==> config.mk <==
export PLATFORM = sky130hd
export DESIGN_NAME = pc_sequencer
export DESIGN_NICKNAME = d
export VERILOG_FILES = /design/src/rtl/pc_sequencer.sv
export SDC_FILE = /design/constraint.sdc
export NUM_CORES = 1
export LEC_CHECK = 0
export BUFFER_PORTS_ARGS = -buffer_cell sky130_fd_sc_hd__buf_2
export CORE_UTILIZATION = 45
export DETAILED_ROUTE_END_ITERATION = 8
export PLACE_DENSITY = 0.73
export SKIP_CTS_REPAIR_TIMING = 1
export SLEW_MARGIN = 10
export SYNTH_ARGS = -nofsm -noshare
export SYNTH_HDL_FRONTEND = slang
export SYNTH_SLANG_ARGS = --single-unit
==> constraint.sdc <==
create_clock -name clk -period 5.97 [get_ports clk]
set_clock_uncertainty 0.1 [all_clocks]
set_input_delay 0.597 -clock clk [delete_from_list [all_inputs] [get_ports clk]]
set_output_delay 0.597 -clock clk [all_outputs]
set_load 0.02 [all_outputs]
==> src/rtl/pc_sequencer.sv <==
// Program counter and fetch sequencer for the 9-bit CPU: drives the instruction
// address, resolves jizr/jnzr/bizr/bnzr locally and owns the start/done handshake.
module pc_sequencer #(
    parameter int PC_W     = 10,
    parameter int START_PC = 0,
    parameter int CNT_W    = 16
) (
    input  logic             clk,
    input  logic             rst_n,
    input  logic             start_i,
    input  logic [8:0]       instr_i,
    input  logic             zero_i,
    input  logic [8:0]       reg_val_i,
    input  logic             stall_i,
    output logic [PC_W-1:0]  pc_o,
    output logic [8:0]       instr_o,
    output logic             valid_o,
    output logic             done_o,
    output logic [CNT_W-1:0] retired_o
);

    localparam logic [1:0] S_IDLE = 2'd0;
    localparam logic [1:0] S_RUN  = 2'd1;
    localparam logic [1:0] S_HALT = 2'd2;

    localparam logic [4:0] OP_JIZR = 5'd20;
    localparam logic [4:0] OP_JNZR = 5'd21;
    localparam logic [4:0] OP_BIZR = 5'd22;
    localparam logic [4:0] OP_BNZR = 5'd23;
    localparam logic [4:0] OP_FUNC = 5'd31;

    localparam logic [PC_W-1:0] START_PC_V = PC_W'(START_PC);

    logic [1:0]       state, state_nxt;
    logic [PC_W-1:0]  pc, pc_nxt;
    logic [CNT_W-1:0] retired, retired_nxt;

    logic [4:0]      opcode;
    logic            is_done;
    logic            jump_taken;
    logic            branch_taken;
    logic [PC_W-1:0] jump_target;
    logic [PC_W-1:0] branch_offset;

    assign opcode        = instr_i[8:4];
    assign is_done       = (opcode == OP_FUNC) && (instr_i[1:0] == 2'b11);
    assign jump_taken    = ((opcode == OP_JIZR) && zero_i) || ((opcode == OP_JNZR) && !zero_i);
    assign branch_taken  = ((opcode == OP_BIZR) && zero_i) || ((opcode == OP_BNZR) && !zero_i);
    // Jump targets are zero-extended, branch offsets are 9-bit two's complement.
    assign jump_target   = PC_W'(reg_val_i);
    assign branch_offset = PC_W'($signed(reg_val_i));

    always_comb begin
        // NOTE: every combinational output gets a default first so no path infers a latch.
        state_nxt   = state;
        pc_nxt      = pc;
        retired_nxt = retired;
        case (state)
            S_IDLE, S_HALT: begin
                if (start_i) begin
                    state_nxt   = S_RUN;
                    pc_nxt      = START_PC_V;
                    retired_nxt = '0;
                end
            end
            S_RUN: begin
                // Decode is only looked at here, so X on instr_i/zero_i outside RUN is harmless.
                if (!stall_i) begin
                    if (retired != '1) retired_nxt = retired + CNT_W'(1);
                    if (is_done)           state_nxt = S_HALT;
                    else if (jump_taken)   pc_nxt    = jump_target;
                    else if (branch_taken) pc_nxt    = pc + branch_offset;
                    else                   pc_nxt    = pc + PC_W'(1);
                end
            end
            default: state_nxt = S_IDLE;
        endcase
    end

    always_ff @(posedge clk or negedge rst_n) begin
        if (!rst_n) begin
            state   <= S_IDLE;
            pc      <= START_PC_V;
            retired <= '0;
        end else begin
            // NOTE: registered state uses non-blocking assignment so all flops update together.
            state   <= state_nxt;
            pc      <= pc_nxt;
            retired <= retired_nxt;
        end
    end

    assign pc_o      = pc;
    assign instr_o   = instr_i;
    assign valid_o   = (state == S_RUN) && !stall_i;
    assign done_o    = (state == S_HALT);
    assign retired_o = retired;

endmodule

### Word level (Yosys, flattened, before mapping)

Index checks and enable logic that the tools add are counted.

| cells by class | value |
|---|---|
| add/subtract/negate cells | 3 |
| equality and inequality tests | 14 |
| muxes and demuxes | 14 |
| reductions and logical operators | 16 |

Operator list:

| cell | number |
|---|---|
| $mux 10 | 5 |
| $mux 16 | 3 |
| $pmux 16 s2 | 1 |
| $eq 5x5->1 const B | 5 |
| $pmux 10 s2 | 1 |
| $add 16x1->16 const B | 1 |
| $ne 16x16->1 const B | 1 |
| $add 10x1->10 const B | 1 |
| $add 10x10->10 | 1 |
| $ne 2x2->1 const B | 5 |
| $reduce_and 4->1 | 2 |
| $logic_and 1x1->1 | 6 |
| $mux 2 | 3 |
| $eq 2x2->1 const B | 2 |
| $pmux 2 s2 | 1 |
| $reduce_and 3->1 | 1 |
| $eq 2x1->1 const B | 1 |
| $logic_not 1->1 | 2 |
| $logic_not 2->1 | 1 |
| $logic_or 1x1->1 | 2 |
| $reduce_bool 2->1 | 1 |
| $reduce_or 2->1 | 1 |

| word-level totals | value |
|---|---|
| register bits | 28 |

### Longest topological paths before layout

Gate-level depths: netlist of the first run.

| depth | value |
|---|---|
| depth after elaboration | 8 |
| gate-level depth with buffers | 11 |

### Worst setup path before layout of the first run

OpenSTA, ideal clock, no wires.

| timing | value |
|---|---|
| path kind | input to register |
| start | input port zero_i |
| end | register pc[8] (netlist: pc_o[8]) |
| library setup time | 0.130 ns |
| data arrival time | 2.682 ns |
| data required time | 5.740 ns |
| path slack | 3.058 ns |
| stages | 11 |
| path buffers | 0 |
| cells stage by stage | xnor2_1 > nor3_2 > nand2b_1 > ha_1 > fa_1 > a21o_1 > a21oi_1 > o21ai_0 > o31ai_1 > xor2_1 > o21ai_0 |

| between the ends | value |
|---|---|
| longest elaborated chain between the ends | 8 |
| elaborated cells on any way between the ends | 12 |

Ends and longest elaborated chain:

| element | RTL line | source |
|---|---|---|
| start, declared | 12 | `input logic zero_i,` |
| $logic_not 1->1 | 47, 48 |  |
| $logic_and 1x1->1 | 48 | `assign branch_taken = ((opcode == OP_BIZR) && zero_i) \|\| ((opcode == OP_BNZR) && !zero_i);` |
| $logic_or 1x1->1 | 48 |  |
| $mux 10 | 72 | `else if (branch_taken) pc_nxt = pc + branch_offset;` |
| $mux 10 (*) | 71 | `else if (jump_taken) pc_nxt = jump_target;` |
| $mux 10 (*) | 70 | `if (is_done) state_nxt = S_HALT;` |
| $mux 10 (*) | 68 | `if (!stall_i) begin` |
| $pmux 10 s2 (*) | 58 | `case (state)` |
| end signal, assigned | 88 | `pc <= pc_nxt;` |
| end, declared | 35 | `logic [PC_W-1:0] pc, pc_nxt;` |

Every way passes the cells marked *; elsewhere a longest branch is shown, timed or not. The select of a mux whose other input is x is not followed.
A chain may end at the register's enable or synchronous reset.

### Final worst setup path of the first run

| timing | value |
|---|---|
| start | input port instr_i[4] |
| end | register pc[8] (netlist: pc_o[8]) |

| between the ends | value |
|---|---|
| longest elaborated chain between the ends | 8 |
| elaborated cells on any way between the ends | 19 |

Ends and longest elaborated chain:

| element | RTL line | source |
|---|---|---|
| start, declared | 11 | `input logic [8:0] instr_i,` |
| $eq 5x5->1 | 48 |  |
| $logic_and 1x1->1 | 48 |  |
| $logic_or 1x1->1 | 48 |  |
| $mux 10 | 72 |  |
| $mux 10 | 71 |  |
| $mux 10 | 70 |  |
| $mux 10 | 68 |  |
| $pmux 10 s2 | 58 |  |

Several ways; a longest one is shown, not always the timed one. The select of a mux whose other input is x is not followed.

==> results of run 1 <==
==> flip-flops by register name, summed over array words and instances, names as in the netlist <==
signal and cells:
retired_o 16, state 2, pc_o 10
==> metal layers <==
layer	up-vias	global-route usage (%)
met5	-	0
met4	0	5.47
met3	5	2.83
met2	28	30.0
met1	841	30.6
li1	888	-
==> power by group through the flow <==
| stage | clock network, mW | logic, mW | registers (mW) |
|---|---|---|---|
| 2_1_floorplan | 0 | 0.137 | 0.284 |
| 3_3_place_gp | 0 | 0.231 | 0.254 |
| 3_5_place_dp | 0 | 0.235 | 0.253 |
| 4_1_cts | 0.159 | 0.235 | 0.250 |
| 5_1_grt | 0.166 | 0.264 | 0.256 |
| 6_report | 0.155 | 0.234 | 0.250 |
==> stage by stage <==
stage	instance area (sq um)	hold slack, ns
3_3_place_gp	2230	0.402
2_1_floorplan	1980	0.201
4_1_cts	2300	0.250
6_report	2300	0.221
3_5_place_dp	2230	0.405
5_1_grt	2300	0.275
==> cell usage after synthesis, types with 5 or more instances <==
cell type	instances	area share, %
dfrtp_1	28	35
nand2_1	23	4.4
o21ai_0	21	5.3
nor2_1	16	3.0
nand3_1	11	2.8
ha_1	10	6.3
buf_4	9	3.4
a21oi_1	8	2.0
xnor2_1	8	3.5
and2_1	7	2.2
xor2_1	7	3.1
nand2b_1	6	1.9
nand4_1	6	1.9
inv_1	5	0.95
==> how the worst min path moves through the flow <==
stage,end,slack [ns],depth (start not counted)
5_1_grt,retired_o[11],0.28,1
6_report,pc_o[6],0.22,1
4_1_cts,retired_o[11],0.25,1
2_1_floorplan,pc_o[0],0.20,0
3_5_place_dp,pc_o[2],0.40,2
3_3_place_gp,pc_o[2],0.40,2
==> logic make-up (layout without fill, tap and decap cells) <==
group,Yosys count,count (layout)
and+or+nand+nor,91,91
muxes,2,2
buffers and inverters,19,64
xor gates and xnor gates,15,15
AOI/OAI and AO/OA,56,56
DFF,28,28
adders and majority gates,11,11
==> area by class of cell <==
| type | count | area [sq um] |
|---|---|---|
| clock inverters | 1 | 30.0 |
| flip-flops and latches | 28 | 701 |
| repair buffers | 55 | 275 |
| clock buffers | 3 | 41.3 |
| fillers | 388 | 1820 |
| well taps | 50 | 62.6 |
| inverters | 5 | 18.8 |
| multi-input cells | 175 | 1170 |
==> results.md, run 1 <==
- Outcome: complete, no violations
- Vias per cell: between 5 and 6
- Pleak: roughly 1.2 nW
- Most frequent cells in the layout: buf_2 (55), dfrtp_1 (28), nand2_1 (23)
- Library cells used by synthesis: 47
- Syn Area/Cell: between 8 and 9 sq um
- FF-to-FF setup slack: about 3.6 ns
- Largest family of logic cells by synthesized area: simple AND/OR/NAND/NOR gates
- CP Launch Type: input pin
- Die Span Y: just under 70 um
- Power per cell area: roughly 280 nW/um^2
- Detail Route Antenna Nets: 0
- Compound-Gate Fraction of Synth Area: 18.4%
- Top Ports: 60
- WL per Instance: 14.1 um
- Final hold vios: 0
- Die area: ~4700 sq um
- Vias in the first global route: approximately 1500
- Post-synth EDFFs: 0
- Row cnt: 23
- Max cap viols: 0
- Clk_lat worst skew: roughly 0.28 ns
- CP startpoint: instr_i[4]
- Final core occ: between 50% and 60%
- Die Wd: around 70 um
- Cell Count Post-Placement: around 310
- CP max-delay cell: fa_1
- Register share of total power: about two fifths
- Net Switching: roughly 0.24 mW
- Maximum vdd ir drop: 104 uV
- RSZ-0062 raised after global routing: false
- Worst r2r path cells: 8
- Clock power share: about a quarter
- ANT cells: 0
- Final RePlAce weighted congestion: between 0.8 and 0.9
- Met1 Wirelength: around 2200 um
- Cell Chain, Critical Path: buf_2 -> xnor2_1 -> nor3_2 -> nand2b_1 -> ha_1 -> fa_1 -> a21o_1 -> a21oi_1 -> o21ai_0 -> o31ai_1 -> xor2_1 -> o21ai_0
- Worst-path clk slew: 0.10 ns
- Top cell family by delay on the critical path: compound AO/OA/AOI/OAI gates
- CP Buf/Inv Count: 1
- Dominant synthesized flop cell: dfrtp_1
- Most common cell after layout, fill and taps aside: buf_2
- CP Class: input pin to flip-flop
- Worst R2R End: pc_o[8]
- Crit path top cell by count: o21ai_0
- Worst hold path class: input pin to async pin
- Max Freq: 0.329 GHz
- Port buffer count: 55
- Worst Setup EP: pc_o[8]
- Total CTS buffers: 3
- Worst-Margin Slew: approximately 0.76 ns
- Global-route wire length before repair: 7080 um
- Largest net degree at the start of global routing: 29
- Top sig layer: met4
- Sequential area share after synthesis: around a third
- CTS tree: built
- Synth Area in XOR/XNOR: under 10%
- CTS H-Tree Depth: 1
- Period utilization: 51.0%
- WP depth: 12
- Synth Net Count: 256
- Synthesized area: ~2000 sq um
- Mapped Cells: approximately 220
- Gr ovfl total: 0
- Starting Density: 48.2%
- Layout Cells excl Fill: between 300 and 400
- Post-synth ARST share: 100%
- Share of cells above drive strength 1: between 20% and 30%
- Sw Share: around 38%
- Routed met2 length: a little over 2000 um
- Total wire length: approximately 4500 um
- Worst R2R Start: pc_o[0]
- Critical Path End Type: flip-flop
- Tot Pwr: around 0.64 mW
- Arrival time at the worst endpoint: ~3.1 ns
- DRT iter0 DRCs: around 120
- P&R area growth vs syn: 15.8%
- Ys Warns: 0
- Initial antenna violation count: 0
- # DRC: 0
- Core footprint: 4120 sq um
- Area share of fa/ha/maj cells after synthesis: under 10%
- WL met3: 130 um
- Number of max-slew violations in the final report: 0
- Pre-CTS WS: 2.63 ns
- Clk Tree Root Cell: clkbuf_8
- Comb power frac: approximately 37%
- Max_slew headroom: between 40% and 50%
- GRT Total Usage: about a fifth
- Nets: ~300
- Final setup viols: 0
- Final WS setup: roughly 2.9 ns
- CP peak stage delay: roughly 0.41 ns
- Clock tree sinks: 28
- Bufs on Longest Clock Path: 2
- TNS Setup: 0 ns
- Pint: 0.397 mW
- Vias: ~1800
- Simple-Gate Fraction of Synth Area: 25.6%
- Drt pass-1 iters: 4
- Required time of the worst setup path: slightly above 6 ns
- Crit-path max FO: 9
- FF+latch count, synth: 28
- Post-synthesis mux area share: under 10%
- Minimum clock period: about 3.0 ns
- DP HPWL: about 3300 um
No activity file was read; power rests on OpenSTA's default activity.
==> run 2: changes to the inputs <==
- clock period: 5.97 -> 2.8 ns (I/O delays scaled with it)
==> run 2 against run 1 <==
Routed wire length grew 1.2%; clock-buffer cell count unchanged; setup slack got worse by 2.6 ns; critical path type unchanged.
==> results.md, run 2 (synthesized netlist as in run 1, its figures left out) <==
- Placement Cell Area: 2250 sq um (+1.0%)
- P&R area growth vs syn: 17.5%
- DRT iter0 DRCs: 94 (-21%)
- Pre-CTS WS: -0.00870 ns (-2.64 ns)
- Cell Count Post-Placement: 316 (+0.96%)
- Clock power share: 24.3% (about the same)
- Nets: 306 (+1.3%)
- Worst-path clk slew: 0.10 ns (about the same)
- Maximum vdd ir drop: 204 uV (+96%)
- Required time of the worst setup path: 2.88 ns (-3.16 ns)
- Initial antenna violation count: 0 (unchanged)
- Worst R2R Start: pc_o[0]
- Final RePlAce weighted congestion: 0.849 (+0.80%)
- Top Ports: 60 (unchanged)
- Worst r2r path cells: 8 (unchanged)
- Design Area, Final: 2330 sq um (+1.4%)
- CP Class: input pin to flip-flop
- Final hold vios: 0 (unchanged)
- Multi-input gate area: 1170 sq um (unchanged)
- Critical Path End Type: flip-flop
- Crit-path max FO: 4 (-5)
- Layout Cells excl Fill: 321 (+1.3%)
- Port buffer count: 55 (unchanged)
- Detail Route Antenna Nets: 0 (unchanged)
- Core footprint: 4120 sq um (unchanged)
- RSZ-0062 raised after global routing: false
- Starting Density: 48.2% (unchanged)
- Global-route wire length before repair: 7110 um (+0.48%)
- Drt pass-1 iters: 4 (unchanged)
- Share of cells above drive strength 1: 27.7% (+0.71 points)
- Net Switching: 0.525 mW (+120%)
- Final WS setup: 0.317 ns (-2.61 ns)
- Gr ovfl total: 0 (unchanged)
- Number of fill cells: 388 (unchanged)
- # DRC: 0 (unchanged)
- FF-to-FF setup slack: 0.46 ns (-3.14 ns)
- Number of max-slew violations in the final report: 0 (unchanged)
- Clk_lat worst skew: 0.29 ns (about the same)
- Worst hold path depth: 2
- Die Span Y: 68.4 um (unchanged)
- Max cap viols: 0 (unchanged)
- Register share of total power: 39.0% (-0.2 points)
- CP Launch Type: input pin
- GRT Total Usage: 20.9% (+0.50 points)
- Worst-Margin Slew: 0.838 ns (+0.0757 ns)
- Comb power frac: 36.7% (about the same)
- CP max-delay cell: a211oi_1
- Max_slew headroom: 43.7% (-5.5 points)
- DP HPWL: 3450 um (+3.4%)
- Period utilization: around 89%
- Power per cell area: 590 nW/um^2 (+110%)
- Most frequent cells in the layout: buf_2 (55), dfrtp_1 (28), nand2_1 (23)
- Bufs on Longest Clock Path: 2 (unchanged)
- Sw Share: 38.2% (+0.30 points)
- Tot Pwr: 1.37 mW (+120%)
- Row cnt: 23 (unchanged)
- Outcome: complete, no violations
- CTS H-Tree Depth: 1 (unchanged)
- Final setup viols: 0 (unchanged)
- Arrival time at the worst endpoint: 2.56 ns (-0.56 ns)
- Total CTS buffers: 3 (unchanged)
- ANT cells: 0 (unchanged)
- Pint: 0.849 mW (+110%)
- Worst R2R End: pc_o[8]
- Worst hold path class: input pin to flip-flop
- Register area: 701 sq um (unchanged)
- Die area: 4680 sq um (unchanged)
- Max Freq: 0.403 GHz
- Die Wd: 68.4 um (unchanged)
- Hold path endpoint: state[1]
- Vias in the first global route: 1538 (+4.1%)
- Minimum clock period: 2.48 ns
- Worst min-delay path startpoint: start_i
- Vias per cell: 5.54 (-0.41%)
- Number of flip-flops in the largest register: 16 (unchanged)
- Clock tree sinks: 28 (unchanged)
- CTS tree: built
- Total wire length: 4540 um (+1.2%)
- CP peak stage delay: 0.30 ns (-0.11 ns)
- Pleak: 1.17 nW (+1.6%)
- Largest net degree at the start of global routing: 29 (unchanged)
- WL per Instance: 14.1 um (about the same)
- Vias: 1777 (+0.85%)
- Clk Tree Root Cell: clkbuf_8
- Most common cell after layout, fill and taps aside: buf_2
- Cell Chain, Critical Path: buf_2 -> xnor2_1 -> nor3_2 -> and2_1 -> ha_1 -> a211oi_1 -> o21bai_1 -> a211oi_1 -> xnor2_1 -> nor3_1 -> a221o_1
-- run 2: cell types whose count changed in the layout (fill, tap and decap cells not counted), sizes merged --
cell,before,now
buf,55,58
dlygate4sd3,0,1
-- run 2: metrics by stage --
stage / utilization (%) / hold slack (ns) / TNS, ns
after global routing: 56.6 / 0.126 / 0
after CTS: 56.4 / -0.0650 / 0
final: 56.6 / 0.114 / 0
after detailed placement: 54.7 / 0.252 / -0.00870
after global placement: 54.7 / 0.244 / 0
after floorplan: - / -0.116 / 0
-- run 2: critical path: cells and delay by family --
kind	cells	cell delay [ns]
AO/OA/AOI/OAI	4	1.03
AND/OR/NAND/NOR	3	0.36
buffers and inverters	1	0.12
XOR/XNOR	2	0.48
adder cells (fa/ha/maj)	1	0.29
-- run 2: power groups by stage --
stage	combinational, mW	clock, mW	sequential, mW
6_report	0.505	0.334	0.535
5_1_grt	0.562	0.357	0.547
4_1_cts	0.508	0.342	0.535
3_5_place_dp	0.507	0	0.542
3_3_place_gp	0.495	0	0.542
2_1_floorplan	0.292	0	0.606
-- run 2: per-layer routing --
layer	global-route usage, %	up-vias	wire length [um]
met3	2.33	4	180
li1	-	896	-
met5	0	-	0
met4	8.59	0	55
met2	30.4	36	2080
met1	30.8	841	2230
-- run 2: worst max path at each step --
stage / startpoint / to / slack (ns) / cells after the start
floorplan: zero_i / pc_o[8] / 0.21 / 11
global placement: instr_i[4] / pc_o[9] / 0.05 / 11
detailed placement: instr_i[4] / pc_o[8] / -0.009 / 12
CTS: instr_i[4] / pc_o[8] / 0.31 / 12
global route: instr_i[5] / pc_o[8] / 0.13 / 12
finish: instr_i[4] / pc_o[9] / 0.32 / 11
-- run 2: cell type report --
| cell class | count | area share [%] |
|---|---|---|
| clock inverters | 1 | 1.29 |
| clock buffers | 3 | 1.77 |
| multi-input cells | 175 | 50.2 |
| flip-flops and latches | 28 | 30.1 |
| inverters | 5 | 0.805 |
| well taps | 50 | 2.68 |
| repair buffers | 59 | 13.2 |
==> run 3: changes to the inputs <==
- BUFFER_PORTS_ARGS: -buffer_cell sky130_fd_sc_hd__buf_2 -> unset
- CORE_ASPECT_RATIO: unset -> 1.5
- DONT_BUFFER_PORTS: unset -> 1
- PLACE_DENSITY: 0.73 -> 0.62
- SKIP_CTS_REPAIR_TIMING: 1 -> unset
==> run 3 against run 2 <==
Sequential power grew 16%; setup slack got worse by 0.0032 ns; via count fell by 9.4%; register-to-register slack got worse by 0.15 ns; critical path depth fell by 3; non-clock buffer count down 51; routed wire length down 3.5%; final cell count down 17%; core utilization decreased by 7.9 points; worst hold slack worse by 0.11 ns; largest power group unchanged; highest routed layer unchanged.
==> results.md, run 3 (synthesized netlist as in run 1, its figures left out) <==
- Arrival time at the worst endpoint: 2.54 ns (-0.02 ns)
- Crit-path max FO: 3 (-1)
- WL per Instance: 16.5 um (+17%)
- Maximum vdd ir drop: 325 uV (+59%)
- Gr ovfl total: 0 (unchanged)
- Port buffer count: 0 (-100%)
- Max Freq: 0.402 GHz (-0.13%)
- Clk Tree Root Cell: clkbuf_8
- CTS H-Tree Depth: 1 (unchanged)
- CP Class: flip-flop to flip-flop
- Worst Setup EP: pc_o[8]
- CP Launch Type: flip-flop
- Post-CTS Setup Bufs: 0
- Die area: 4680 sq um (+0.12%)
- Tot Pwr: 1.19 mW (-14%)
- Cell Count Post-Placement: 258 (-18%)
- Required time of the worst setup path: 2.86 ns (-0.02 ns)
- Global-route wire length before repair: 7420 um (+4.4%)
- Final setup viols: 0 (unchanged)
- CP max-delay cell: dfrtp_1
- # DRC: 0 (unchanged)
- Number of flip-flops in the largest register: 16 (unchanged)
- Max_slew headroom: 43.0% (-0.67 points)
- TNS Setup: 0 ns (unchanged)
- Die Span Y: 83.3 um (+22%)
- Pleak: 0.927 nW (-21%)
- Detail Route Antenna Nets: 0 (unchanged)
- Top Ports: 60 (unchanged)
- Worst R2R Start: pc_o[0]
- Cell Chain, Critical Path: ha_1 -> fa_1 -> a21o_1 -> a21oi_1 -> o21ai_0 -> o31ai_1 -> xor2_1 -> o21ai_0
- CTS tree: built
- Die Wd: 56.2 um (-18%)
- DP HPWL: 3300 um (-4.6%)
- Worst-Margin Slew: 0.855 ns (+0.0170 ns)
- Row cnt: 29 (+26%)
- Initial antenna violation count: 0 (unchanged)
- Power per cell area: 574 nW/um^2 (-2.6%)
- Clk_lat worst skew: 0.27 ns (-0.02 ns)
- Nets: 255 (-17%)
- ANT cells: 0 (unchanged)
- Worst R2R End: pc_o[8]
- Worst-path clk slew: 0.10 ns (about the same)
- Worst hold path class: input pin to flip-flop
- Total wire length: 4380 um (-3.5%)
- CTS-repair resized insts: 0
- Vias per cell: 6.08 (+9.7%)
- Max cap viols: 0 (unchanged)
- FF-to-FF setup slack: 0.31 ns (-0.15 ns)
- Total CTS buffers: 3 (unchanged)
- Crit path top cell by count: o21ai_0
- Drt pass-1 iters: 4 (unchanged)
- Final hold vios: 0 (unchanged)
- Worst r2r path cells: 8 (unchanged)
- Period utilization: 88.8% (+0.11 points)
- Core footprint: 4250 sq um (+3.2%)
- Critical Path End Type: flip-flop
- P&R area growth vs syn: 4.22%
- Vias: 1610 (-9.4%)
- Clock tree sinks: 28 (unchanged)
- GRT Total Usage: 19.5% (-1.3 points)
- Bufs on Longest Clock Path: 2 (unchanged)
- Minimum clock period: 2.49 ns (+0.00321 ns)
- Number of max-slew violations in the final report: 0 (unchanged)
- CP peak stage delay: 0.48 ns (+0.18 ns)
- Share of cells above drive strength 1: 9.59% (-18 points)
- Most common cell after layout, fill and taps aside: dfrtp_1
- Largest net degree at the start of global routing: 29 (unchanged)
- RSZ-0062 raised after global routing: false
- Most frequent cells in the layout: dfrtp_1 (28), nand2_1 (23), o21ai_0 (21)
- CP startpoint: pc_o[0]
- Outcome: complete, no violations
- DRT iter0 DRCs: 84 (-11%)
- Vias in the first global route: 1612 (+4.8%)
- Starting Density: 46.7% (-1.5 points)
- Layout Cells excl Fill: 265 (-17%)
- Final RePlAce weighted congestion: 0.799 (-5.9%)
- # hold bufs at CTS: 4
-- run 3: cell count changes in the layout (fill, tap and decap cells not counted) --
cell and change:
buf_2 -55, dlygate4sd3_1 +2, buf_12 +1, buf_4 +1, bufinv_16 -1
-- run 3: how the worst min path moves through the flow --
| stage | endpoint | slack (ns) | cells past startpoint | start |
|---|---|---|---|---|
| floorplan | pc_o[0] | -0.12 | 0 | rst_n |
| global placement | retired_o[3] | -0.11 | 0 | rst_n |
| detailed placement | retired_o[4] | -0.11 | 0 | rst_n |
| CTS | state[1] | 0.001 | 1 | stall_i |
| global route | state[1] | 0.006 | 1 | stall_i |
| finish | state[1] | 0.009 | 1 | stall_i |
-- run 3: power by group --
part / leakage [nW] / switching, mW / internal [mW]
Sequential: 0.381 / 0.154 / 0.466
Clock: 0.0216 / 0.127 / 0.0967
Combinational: 0.525 / 0.201 / 0.143
Total: 0.927 / 0.482 / 0.706
-- run 3: metal layers --
metal	GRT usage (%)	vias up	share of wire, %
met3	4.05	2	5.2
met2	36.8	41	53
li1	-	795	-
met1	21.9	772	41
met4	4.66	0	0.52
met5	0	-	0
-- run 3: cell type report --
type / count / area (sq um)
fillers: 438 / 2180
repair buffers: 8 / 80.1
well taps: 46 / 57.6
multi-input cells: 175 / 1170
clock buffers: 3 / 41.3
flip-flops and latches: 28 / 701
inverters: 5 / 18.8
-- run 3: critical path, delay by kind of cell (launching register included) --
family	cells	cell delay, ns
flops	1	0.48
compound gates	5	0.94
fa+ha+maj	2	0.68
xor+xnor	1	0.16
-- run 3: through the flow --
| step | area, sq um | hold slack [ns] | setup slack (ns) | util, % |
|---|---|---|---|---|
| finish | 2070 | 0.00903 | 0.314 | 48.7 |
| global route | 2070 | 0.00585 | 0.111 | 48.7 |
| CTS | 2070 | 0.00143 | 0.279 | 48.7 |
| detailed placement | 1980 | -0.115 | 0.0524 | 46.6 |
| global placement | 1980 | -0.115 | 0.103 | 46.6 |
| floorplan | 1980 | -0.116 | 0.205 | - |
